==> src/rtl/fdiv_seq_ctrl.sv <==
// ---------------------------------------------------------------------------
// fdiv_seq_ctrl
//
// Sequencing wrapper around a free-running, fixed-latency IEEE-754 single
// precision divider pipeline. Requests are accepted under a credit rule that
// reserves a result-buffer slot for every operation in flight, so results are
// never dropped even though the divider itself cannot stall. Special operand
// combinations (NaN, infinity, zero, denormal-as-zero) are resolved at accept
// time and carried alongside the op; ordinary ops take the divider result and
// get overflow/underflow flags derived from its exponent.
//
// Parameters
//   DIV_LAT     cycles from operands on div_a/div_b to valid div_res
//   TAG_W       destination-register tag width
//   OBUF_DEPTH  result buffer entries (power of two, >= 2)
//
// Ports
//   clk         sole clock, rising edge
//   rst         synchronous active-low reset
//   flush       kill all in-flight and buffered ops
//   in_valid    request valid
//   in_ready    request accepted when in_valid && in_ready
//   in_a        dividend (IEEE-754 single)
//   in_b        divisor  (IEEE-754 single)
//   in_tag      destination tag
//   div_a       operand A to the divider pipeline (copy of in_a)
//   div_b       operand B to the divider pipeline (copy of in_b)
//   div_res     divider pipeline result
//   out_valid   head of result buffer valid
//   out_ready   consumer takes head when out_valid && out_ready
//   out_res     final result
//   out_tag     tag of out_res
//   out_fflags  exception flags {NV,DZ,OF,UF,NX}
// ---------------------------------------------------------------------------
module fdiv_seq_ctrl #(
    parameter int DIV_LAT    = 5,
    parameter int TAG_W      = 5,
    parameter int OBUF_DEPTH = 4
) (
    input  logic             clk,
    input  logic             rst,
    input  logic             flush,
    input  logic             in_valid,
    output logic             in_ready,
    input  logic [31:0]      in_a,
    input  logic [31:0]      in_b,
    input  logic [TAG_W-1:0] in_tag,
    output logic [31:0]      div_a,
    output logic [31:0]      div_b,
    input  logic [31:0]      div_res,
    output logic             out_valid,
    input  logic             out_ready,
    output logic [31:0]      out_res,
    output logic [TAG_W-1:0] out_tag,
    output logic [4:0]       out_fflags
);

    // Counter width must hold the value OBUF_DEPTH itself (buffer full).
    localparam int CNT_W = $clog2(OBUF_DEPTH + 1);
    localparam int PTR_W = $clog2(OBUF_DEPTH);

    localparam logic [CNT_W-1:0] DEPTH_CNT = CNT_W'(OBUF_DEPTH);
    localparam logic [CNT_W-1:0] ONE_CNT   = CNT_W'(1);
    localparam logic [PTR_W-1:0] ONE_PTR   = PTR_W'(1);

    localparam logic [31:0] QNAN = 32'h7FC0_0000;

    // Flag bit positions within {NV,DZ,OF,UF,NX}.
    localparam int F_NV = 4;
    localparam int F_DZ = 3;
    localparam int F_OF = 2;
    localparam int F_UF = 1;
    localparam int F_NX = 0;

    // -----------------------------------------------------------------------
    // Declarations
    // -----------------------------------------------------------------------
    logic             accept;
    logic [CNT_W-1:0] inflight_cnt;
    logic [CNT_W-1:0] obuf_cnt;
    logic [CNT_W:0]   credit_sum;

    // Operand classification
    logic a_exp_max, a_exp_zero, a_man_nz;
    logic b_exp_max, b_exp_zero, b_man_nz;
    logic a_nan, a_snan, a_inf, a_zero;
    logic b_nan, b_snan, b_inf, b_zero;
    logic res_sign;

    logic        dec_special;
    logic [31:0] dec_res;
    logic [4:0]  dec_flags;

    // Latency-matching shift register
    logic             sr_valid   [DIV_LAT];
    logic [TAG_W-1:0] sr_tag     [DIV_LAT];
    logic             sr_special [DIV_LAT];
    logic [31:0]      sr_res     [DIV_LAT];
    logic [4:0]       sr_flags   [DIV_LAT];

    logic             ex_valid;
    logic [31:0]      ex_res;
    logic [4:0]       ex_flags;
    logic [TAG_W-1:0] ex_tag;

    // Result buffer
    logic [31:0]      mem_res   [OBUF_DEPTH];
    logic [TAG_W-1:0] mem_tag   [OBUF_DEPTH];
    logic [4:0]       mem_flags [OBUF_DEPTH];
    logic [PTR_W-1:0] wr_ptr;
    logic [PTR_W-1:0] rd_ptr;
    logic             obuf_full;
    logic             push;
    logic             pop;

    // -----------------------------------------------------------------------
    // Divider operands are a straight pass-through; the divider never stalls.
    // -----------------------------------------------------------------------
    assign div_a = in_a;
    assign div_b = in_b;

    // -----------------------------------------------------------------------
    // Credit rule: every op in flight already owns a buffer slot, so the sum
    // of in-flight and buffered ops may never exceed the buffer depth.
    // -----------------------------------------------------------------------
    assign credit_sum = {1'b0, inflight_cnt} + {1'b0, obuf_cnt};
    assign in_ready   = rst && !flush && (credit_sum < {1'b0, DEPTH_CNT});
    assign accept     = in_valid && in_ready;

    // -----------------------------------------------------------------------
    // Operand classification. Denormals are treated as zero of the same sign,
    // so "zero" only looks at the exponent field.
    // -----------------------------------------------------------------------
    assign a_exp_max  = &in_a[30:23];
    assign a_exp_zero = ~|in_a[30:23];
    assign a_man_nz   = |in_a[22:0];
    assign b_exp_max  = &in_b[30:23];
    assign b_exp_zero = ~|in_b[30:23];
    assign b_man_nz   = |in_b[22:0];

    assign a_nan  = a_exp_max & a_man_nz;
    assign a_snan = a_nan & ~in_a[22];
    assign a_inf  = a_exp_max & ~a_man_nz;
    assign a_zero = a_exp_zero;
    assign b_nan  = b_exp_max & b_man_nz;
    assign b_snan = b_nan & ~in_b[22];
    assign b_inf  = b_exp_max & ~b_man_nz;
    assign b_zero = b_exp_zero;

    assign res_sign = in_a[31] ^ in_b[31];

    // -----------------------------------------------------------------------
    // Special-case decode. Order matters: NaN inputs dominate, then the
    // invalid forms, then infinite dividend (so inf/0 yields inf without DZ),
    // then divide-by-zero, then the zero-result cases.
    // -----------------------------------------------------------------------
    always_comb begin
        dec_special = 1'b1;
        dec_res     = '0;
        dec_flags   = '0;
        if (a_nan || b_nan) begin
            dec_res         = QNAN;
            dec_flags[F_NV] = a_snan | b_snan;
        end else if ((a_zero && b_zero) || (a_inf && b_inf)) begin
            dec_res         = QNAN;
            dec_flags[F_NV] = 1'b1;
        end else if (a_inf) begin
            dec_res = {res_sign, 8'hFF, 23'h0};
        end else if (b_zero) begin
            dec_res         = {res_sign, 8'hFF, 23'h0};
            dec_flags[F_DZ] = 1'b1;
        end else if (b_inf || a_zero) begin
            dec_res = {res_sign, 31'h0};
        end else begin
            dec_special = 1'b0;
        end
    end

    // -----------------------------------------------------------------------
    // Shift register valid bits: reset and flush kill every op in flight.
    // Stage k holds the op accepted k+1 edges ago, so the last stage lines
    // up with div_res for that op.
    // -----------------------------------------------------------------------
    always_ff @(posedge clk) begin
        if (!rst || flush) begin
            for (int i = 0; i < DIV_LAT; i++) begin
                sr_valid[i] <= 1'b0;
            end
        end else begin
            sr_valid[0] <= accept;
            for (int i = 1; i < DIV_LAT; i++) begin
                sr_valid[i] <= sr_valid[i-1];
            end
        end
    end

    // Shift register payload needs no reset; it is qualified by sr_valid.
    always_ff @(posedge clk) begin
        sr_tag[0]     <= in_tag;
        sr_special[0] <= dec_special;
        sr_res[0]     <= dec_res;
        sr_flags[0]   <= dec_flags;
        for (int i = 1; i < DIV_LAT; i++) begin
            sr_tag[i]     <= sr_tag[i-1];
            sr_special[i] <= sr_special[i-1];
            sr_res[i]     <= sr_res[i-1];
            sr_flags[i]   <= sr_flags[i-1];
        end
    end

    // -----------------------------------------------------------------------
    // Pipeline exit: special ops use their precomputed result; ordinary ops
    // take div_res and flag an infinite exponent as overflow and a nonzero
    // zero-exponent value as underflow (both inexact).
    // -----------------------------------------------------------------------
    assign ex_valid = sr_valid[DIV_LAT-1];
    assign ex_tag   = sr_tag[DIV_LAT-1];

    always_comb begin
        ex_res   = div_res;
        ex_flags = '0;
        if (sr_special[DIV_LAT-1]) begin
            ex_res   = sr_res[DIV_LAT-1];
            ex_flags = sr_flags[DIV_LAT-1];
        end else if (&div_res[30:23]) begin
            ex_flags[F_OF] = 1'b1;
            ex_flags[F_NX] = 1'b1;
        end else if ((~|div_res[30:23]) && (|div_res[30:0])) begin
            ex_flags[F_UF] = 1'b1;
            ex_flags[F_NX] = 1'b1;
        end
    end

    // -----------------------------------------------------------------------
    // In-flight counter: +1 on accept, -1 when a valid op leaves the shift
    // register, unchanged when both happen together.
    // -----------------------------------------------------------------------
    always_ff @(posedge clk) begin
        if (!rst || flush) begin
            inflight_cnt <= '0;
        end else begin
            case ({accept, ex_valid})
                2'b10:   inflight_cnt <= inflight_cnt + ONE_CNT;
                2'b01:   inflight_cnt <= inflight_cnt - ONE_CNT;
                default: inflight_cnt <= inflight_cnt;
            endcase
        end
    end

    // -----------------------------------------------------------------------
    // Result buffer control. A push into a full buffer is still legal when
    // the head is popped in the same cycle. Flush voids both push and pop.
    // -----------------------------------------------------------------------
    assign obuf_full = (obuf_cnt == DEPTH_CNT);
    assign out_valid = rst && (obuf_cnt != '0);
    assign pop       = out_valid && out_ready && !flush;
    assign push      = ex_valid && !flush && (!obuf_full || pop);

    always_ff @(posedge clk) begin
        if (!rst || flush) begin
            wr_ptr   <= '0;
            rd_ptr   <= '0;
            obuf_cnt <= '0;
        end else begin
            if (push) begin
                wr_ptr <= wr_ptr + ONE_PTR;
            end
            if (pop) begin
                rd_ptr <= rd_ptr + ONE_PTR;
            end
            case ({push, pop})
                2'b10:   obuf_cnt <= obuf_cnt + ONE_CNT;
                2'b01:   obuf_cnt <= obuf_cnt - ONE_CNT;
                default: obuf_cnt <= obuf_cnt;
            endcase
        end
    end

    // Buffer storage; contents are only visible through out_valid.
    always_ff @(posedge clk) begin
        if (push) begin
            mem_res[wr_ptr]   <= ex_res;
            mem_tag[wr_ptr]   <= ex_tag;
            mem_flags[wr_ptr] <= ex_flags;
        end
    end

    // -----------------------------------------------------------------------
    // Head outputs are forced to zero whenever nothing valid is presented,
    // which also covers the reset-asserted cycles.
    // -----------------------------------------------------------------------
    assign out_res    = out_valid ? mem_res[rd_ptr]   : '0;
    assign out_tag    = out_valid ? mem_tag[rd_ptr]   : '0;
    assign out_fflags = out_valid ? mem_flags[rd_ptr] : '0;

endmodule

==> config.mk <==
export PLATFORM = sky130hd
export DESIGN_NAME = fdiv_seq_ctrl
export DESIGN_NICKNAME = d
export VERILOG_FILES = /design/src/rtl/fdiv_seq_ctrl.sv
export SDC_FILE = /design/constraint.sdc
export NUM_CORES = 1
export LEC_CHECK = 0
export BUFFER_PORTS_ARGS = -buffer_cell sky130_fd_sc_hd__buf_4
export CAP_MARGIN = 20
export CORE_MARGIN = 4
export CORE_UTILIZATION = 30
export CTS_CLUSTER_DIAMETER = 50
export DETAILED_ROUTE_END_ITERATION = 7
export GPL_ROUTABILITY_DRIVEN = 0
export PLACE_DENSITY = 0.56
export SKIP_CTS_REPAIR_TIMING = 1
export SLEW_MARGIN = 20
export SYNTH_ARGS = -nofsm -noshare
export SYNTH_HDL_FRONTEND = slang
export SYNTH_SLANG_ARGS = --single-unit
==> constraint.sdc <==
create_clock -name clk -period 2.2 [get_ports clk]
set_input_delay 0.22 -clock clk [delete_from_list [all_inputs] [get_ports clk]]
set_output_delay 0.22 -clock clk [all_outputs]
set_load 0.05 [all_outputs]
== After elaboration in Yosys (flattened, before gate mapping) ==
Memory sizes are Yosys's and may differ from the RTL's. A register that Yosys moved wholly into a read port is not among the register bits.
Index checks and enable logic that the tools add are counted.

* Memories: 8
* Output and inout port bits: 108
* Register bits after elaboration: 10
* Bits in writable memories: 388
* Input bits: 106

* Add/subtract/negate cells: 7
* Equality and inequality tests: 5
* $lt $le $gt $ge: 1
* Bitwise logic cells: 17
* Reduce and logical (&&, ||, !) cells: 34
* Multiplexer cells: 44

{| class="wikitable"
|+ Memory list
! name !! depth !! width !! rd ports !! clocked after memory_dff !! write ports !! RTL line !! text
|-
| sr_res || 5 || 32 || 5 || 0 || 5 || 98 || <nowiki>logic [31:0] sr_res [DIV_LAT];</nowiki>
|-
| mem_res || 4 || 32 || 1 || 1 || 1 || 107 || <nowiki>logic [31:0] mem_res [OBUF_DEPTH];</nowiki>
|-
| sr_flags || 5 || 5 || 5 || 0 || 5 || 99 || <nowiki>logic [4:0] sr_flags [DIV_LAT];</nowiki>
|-
| sr_tag || 5 || 5 || 5 || 0 || 5 || 96 || <nowiki>logic [TAG_W-1:0] sr_tag [DIV_LAT];</nowiki>
|-
| mem_flags || 4 || 5 || 1 || 1 || 1 || 109 || <nowiki>logic [4:0] mem_flags [OBUF_DEPTH];</nowiki>
|-
| mem_tag || 4 || 5 || 1 || 1 || 1 || 108 || <nowiki>logic [TAG_W-1:0] mem_tag [OBUF_DEPTH];</nowiki>
|-
| +2 memories || -- || -- || -- || -- || -- || -- ||
|}

{| class="wikitable"
|+ Operators by type and width
! cell !! count
|-
| $mux W32 || 7
|-
| $reduce_or A23 Y1 || 2
|-
| $reduce_or A31 Y1 || 1
|-
| $mux W1 || 24
|-
| $reduce_and A8 Y1 || 3
|-
| $reduce_or A8 Y1 || 3
|-
| $mux W2 || 8
|-
| $pmux W3 S2 || 2
|-
| $logic_and A1 B1 Y1 || 11
|-
| $mux W5 || 2
|-
| $add A3 B1 Y3 const B || 2
|-
| $and A1 B1 Y1 || 6
|-
| $logic_not A1 Y1 || 6
|-
| $or A1 B1 Y1 || 6
|-
| $sub A3 B1 Y3 const B || 2
|-
| $logic_or A1 B1 Y1 || 5
|-
| $add A2 B1 Y2 const B || 2
|-
| $add A3 B3 Y4 || 1
|-
| $eq A2 B1 Y1 const B || 2
|-
| $eq A2 B2 Y1 const B || 2
|-
| $lt A4 B3 Y1 const B || 1
|-
| $not A1 Y1 || 4
|-
| $reduce_bool A2 Y1 || 2
|-
| $eq A3 B3 Y1 const B || 1
|-
| 3 further kinds || 3
|}

== Logic depth before layout (Yosys ltp) ==
* Depth after elaboration: 9
* Mapped depth: 11
* Gate-level depth less buffers: 11

== Least setup slack after synthesis ==
OpenSTA, ideal clock, no wires.

* Kind: reg-to-reg
* Start: reg obuf_cnt[2]
* End: reg inflight_cnt[2]
* Setup slack: -1061 ps
* Clock period less this slack: 3261 ps
* Required time: 2129 ps
* Path buffers: 0
* Stages on the path, launching flop included: 12
* Arrival time: 3190 ps
* Cells stage by stage: dfxtp_1 -> ha_1 -> or4_1 -> a31oi_1 -> and2_1 -> inv_1 -> ha_1 -> inv_1 -> fa_1 -> xor2_1 -> or3_1 -> a21oi_1

* Cells in the longest elaborated chain, start to end: 6

{| class="wikitable"
|+ Ends and longest elaborated chain
! item !! RTL line !! text
|-
| start: declaration || 80 || <nowiki>logic [CNT_W-1:0] obuf_cnt;</nowiki>
|-
| start signal: assignment || 272 || <nowiki>2'b10: obuf_cnt <= obuf_cnt + ONE_CNT;</nowiki>
|-
| start signal: assignment || 273 || <nowiki>2'b01: obuf_cnt <= obuf_cnt - ONE_CNT;</nowiki>
|-
| start signal: assignment || 274 || <nowiki>default: obuf_cnt <= obuf_cnt;</nowiki>
|-
| $add A3 B3 Y4 (*) || 126 || <nowiki>assign credit_sum = {1'b0, inflight_cnt} + {1'b0, obuf_cnt};</nowiki>
|-
| $lt A4 B3 Y1 (*) || 127 || <nowiki>assign in_ready = rst && !flush && (credit_sum < {1'b0, DEPTH_CNT});</nowiki>
|-
| $logic_and A1 B1 Y1 (*) || 127 ||
|-
| net in_ready || 44 || <nowiki>output logic in_ready,</nowiki>
|-
| $logic_and A1 B1 Y1 (*) || 128 || <nowiki>assign accept = in_valid && in_ready;</nowiki>
|-
| $eq A2 B1 Y1 / $eq A2 B2 Y1 (equally long branches) || 242 || <nowiki>case ({accept, ex_valid})</nowiki>
|-
| $pmux W3 S2 / $reduce_bool A2 Y1 (equally long branches) || -- ||
|-
| end signal: assignment || 243 || <nowiki>2'b10: inflight_cnt <= inflight_cnt + ONE_CNT;</nowiki>
|-
| end signal: assignment || 244 || <nowiki>2'b01: inflight_cnt <= inflight_cnt - ONE_CNT;</nowiki>
|-
| end signal: assignment || 245 || <nowiki>default: inflight_cnt <= inflight_cnt;</nowiki>
|-
| end: declaration || 79 || <nowiki>logic [CNT_W-1:0] inflight_cnt;</nowiki>
|}

Mark *: on every way through the listed nets, which the timed path passes. The rest lies on a longest branch.
A chain may end at the register's enable or synchronous reset.

== Worst setup path after layout ==
* Start: reg inflight_cnt[2]
* End: reg inflight_cnt[2]

* Cells in the longest elaborated chain, start to end: 6

{| class="wikitable"
|+ Ends and longest elaborated chain
! item !! RTL line
|-
| $add A3 B3 Y4 || 126
|-
| $lt A4 B3 Y1 || 127
|-
| $logic_and A1 B1 Y1 || 127
|-
| $logic_and A1 B1 Y1 || 128
|-
| $eq A2 B1 Y1 / $eq A2 B2 Y1 (equally long branches) || 242
|-
| $pmux W3 S2 / $reduce_bool A2 Y1 (equally long branches) || --
|}

Several ways; a longest one is shown, not always the timed one.

==> summary by stage <==
Timing
For the pin with the worst max-slew slack, the measured transition is 0.543 ns. The summed negative setup slack over all endpoints is -1.81 ns. The routed design could run at a clock period as short as 2.34 ns. The final worst clock skew is 0.0183 ns. The final-report hold violation count is 0. The maximum clock frequency is 0.427 GHz.

Setup repair after global routing could not meet its margin everywhere. The number of slew-limit violations in the final report came to 0. Setup violations remaining at the end of the flow were counted as 40. Across all setup checks in the final design, the least slack found is -0.143 ns.

The period utilization is 106%. The relative max-transition margin is 63.5%.

Clock tree
The number of clock sinks is 240. In this run the number of H-tree levels came out at 1. Clock latency on the worst-skew pair, taken at its later pin, is 0.53 ns.

Counting along the longest clock path gives a buffer depth of 3. The clock tree from TritonCTS is done. The TritonCTS buffer count is 28.

The tree is rooted in a clkbuf_16. Clock-pin slew was measured on the worst setup and hold paths at 0.06 ns.

Die
The die is 185 µm wide. The effective utilization at floorplan is 30.6%. The top-level I/O count is 214. In this run the standard cell core region covers 30700 µm². The floorplan step defined a die boundary enclosing 34300 µm². The chip height is 185 µm.

The floorplan has 64 rows.

Power and ir drop
The power per cell area is 753 nW/µm². The reported leakage power is 4.91 nW. The peak supply drop is 0.496 mV.

Logic synthesis
Synthesis inferred 240 register bits. Averaged over all synthesized cells, the footprint is 16.2 µm². The sequential fraction of the synthesis area is 69.0%. In the synthesized netlist the async set-or-reset flop fraction comes to 0%. Sorting the synthesized cells by area gives the leading types as edfxtp_1 54%, dfxtp_1 15%, mux4_2 10%, buf_4 5.4%, and2b_1 2.6%.

The top cell type by total area after synthesis is edfxtp_1. The count of synthesis-stage warnings from yosys is 0. In this run the biggest area consumer among cell types represents 53.6% of the synthesized area. The net count after synthesis is 696. In this run, synthesis inferred 168 flip-flops with an integrated enable. Synthesis produced 581 cells. After synthesis the cells add up to 9410 µm².

The count of distinct cell types in the synthesized netlist is 43. Among all flip-flop cells after synthesis, the most frequent one is edfxtp_1.

Routing
The wire length reported by the detailed router is 22.6 mm. The routed length per placed instance is 18.7 µm. The number of design-rule violations left by the first detailed-router iteration is 209. The first detailed-routing pass took 4 iterations. The count of nets left with antenna violations once routing finished came out at 0.

The vias per cell is 4.53. The via count of the routed design is 5494. For this run, design rule violations remaining after detail routing come to 0.

Setup path
The worst register-to-register path has a depth of 11. For the worst setup path, the data required time is 2.65 ns. The endpoint kind of the worst setup timing path is a flop. Following the worst setup path forward leads to its endpoint at inflight_cnt[2]$_SDFFE_PP0P_.

Along the worst path, the maximum fanout reaches 2. The most critical setup path has its startpoint at inflight_cnt[2]$_SDFFE_PP0P_. The slack of the worst reg-to-reg path is -0.14 ns. The critical path in this run is classified as flop to flop.

The worst setup path is launched from a flop. The startpoint of the worst-slack reg-to-reg timing path is inflight_cnt[2]$_SDFFE_PP0P_. The endpoint of the lowest-slack register-to-register path is inflight_cnt[2]$_SDFFE_PP0P_. The data arrival time of the critical path is 2.79 ns.

Finish
The area of all placed cells without fillers is 12800 µm². The post-layout instance count excluding filler cells is 1213. The library cell used most frequently in the layout, excluding fill and tap cells, is buf_4. In the final design database the tool counted 909 nets. The library cells used most frequently in the layout, excluding fill and tap cells, are 190 x buf_4, 168 x edfxtp_1, 66 x dfxtp_1, 46 x buf_6, 42 x mux4_2. The share of the core filled with cells in the final layout is 41.8%. The area growth from synthesis to layout is 36.5%. The share of layout cells above drive strength 1 is 46.5%.

GRT
The first-pass GRT wire length is 31.8 mm. The initial antenna violation count was 2. The largest net degree at the start of global routing is 44. Global routing finished with a remaining overflow of 0. The global router's overall resource usage is 11.9%. The via count of the first global-routing pass was 5911.

Placement
The cell total after placement is 1134. The count of buffers added on input and output ports is 213. Detailed placement ended at an HPWL of 14.5 mm. The instance area after placement is 11300 µm².

The placement-stage worst setup slack is -0.158 ns.

Worst hold path
In this run the worst hold path is classified as input port to flop.

Outcome
The final reports fail on setup timing. The flow ran to the end, but the final reports show violations.

Run
The max-capacitance violation count is 0.
## per-layer routing
layer,vias to the layer above,track usage [%],wire (µm)
met5,-,0,21
met4,4,3.73,499
met3,41,3.06,1790
met2,242,21.6,11600
met1,2668,13.8,8730
li1,2539,-,-
## registers in the layout (all words and copies together) (netlist names), named ones only
name / cells
sr_special: 5
rd_ptr: 2
inflight_cnt: 3
sr_res: 15
mem_tag: 20
sr_flags: 10
wr_ptr: 2
mem_flags: 20
sr_valid: 5
sr_tag: 25
mem_res: 128
obuf_cnt: 3
## worst max-delay path, stage by stage, from the launching register on
cell	delay (ns)
dfxtp_2	0.34
ha_4	0.23
or4_4	0.48
a31oi_4	0.16
and2_4	0.17
inv_2	0.04
ha_4	0.15
inv_2	0.04
fa_2	0.18
xor2_1	0.06
or3_1	0.32
a21oi_2	0.11
## power breakdown
group | leakage, nW | internal [mW] | switching [mW]
registers | 2.15 | 4.85 | 0.00965
logic | 2.34 | 0.241 | 0.377
clock network | 0.414 | 2.45 | 1.74
## worst min path at each step
stage / from / end / slack (ns) / cells past startpoint
final: in_a[31] / sr_res[0][31]$_SDFF_PP0_ / 0.009 / 4
after global routing: in_a[31] / sr_res[0][31]$_SDFF_PP0_ / 0.02 / 4
after CTS: in_tag[4] / sr_tag[0][4]$_DFF_P_ / -0.23 / 1
after detailed placement: sr_flags[0][13]$_DFF_P_ / sr_flags[0][18]$_DFF_P_ / 0.31 / 0
after global placement: sr_flags[0][9]$_DFF_P_ / sr_flags[0][14]$_DFF_P_ / 0.31 / 0
after floorplan: in_tag[0] / sr_tag[0][0]$_DFF_P_ / 0.25 / 0
## synthesized netlist by cell type (all sizes together), types with 2 or more instances
library cell,count
a21oi,4
a31oi,2
and2,12
and2b,32
buf,69
clkbuf,14
dfxtp,72
edfxtp,168
fa,2
ha,7
inv,16
mux2,3
mux4,42
nand2,10
nand2b,4
nand3,3
nand3b,2
nand4,7
nor2,19
nor2b,33
nor3,5
nor4,22
o21ai,10
or2,3
or3,2
xnor2,3
xor2,4
## cell families after synthesis
kind of cell / count (synthesis) / share of synthesized area, %
mux: 45 / 10.5
compound gates: 23 / 1.70
fa+ha+maj: 9 / 1.36
xor+xnor: 7 / 0.652
simple gates: 158 / 10.2
flops: 240 / 69.0
buf+inv: 99 / 6.69
## per-stage QoR
step | hold slack [ns] | power [mW]
after floorplan | 0.248 | 5.34
after global placement | 0.313 | 5.56
after detailed placement | 0.312 | 5.57
after CTS | -0.229 | 9.81
after global routing | 0.0162 | 10.1
final | 0.00913 | 9.67
## layout make-up
class / count / area, µm²
Inverter: 16 / 60.1
Clock inverter: 15 / 91.3
Tap cell: 396 / 495
Clock buffer: 36 / 762
Timing Repair Buffer: 266 / 2490
Fill cell: 2836 / 17900
Multi-Input combinational cell: 242 / 2440
Antenna cell: 2 / 5.00
Sequential cell: 240 / 6500
No activity file was read; power rests on OpenSTA's default activity.
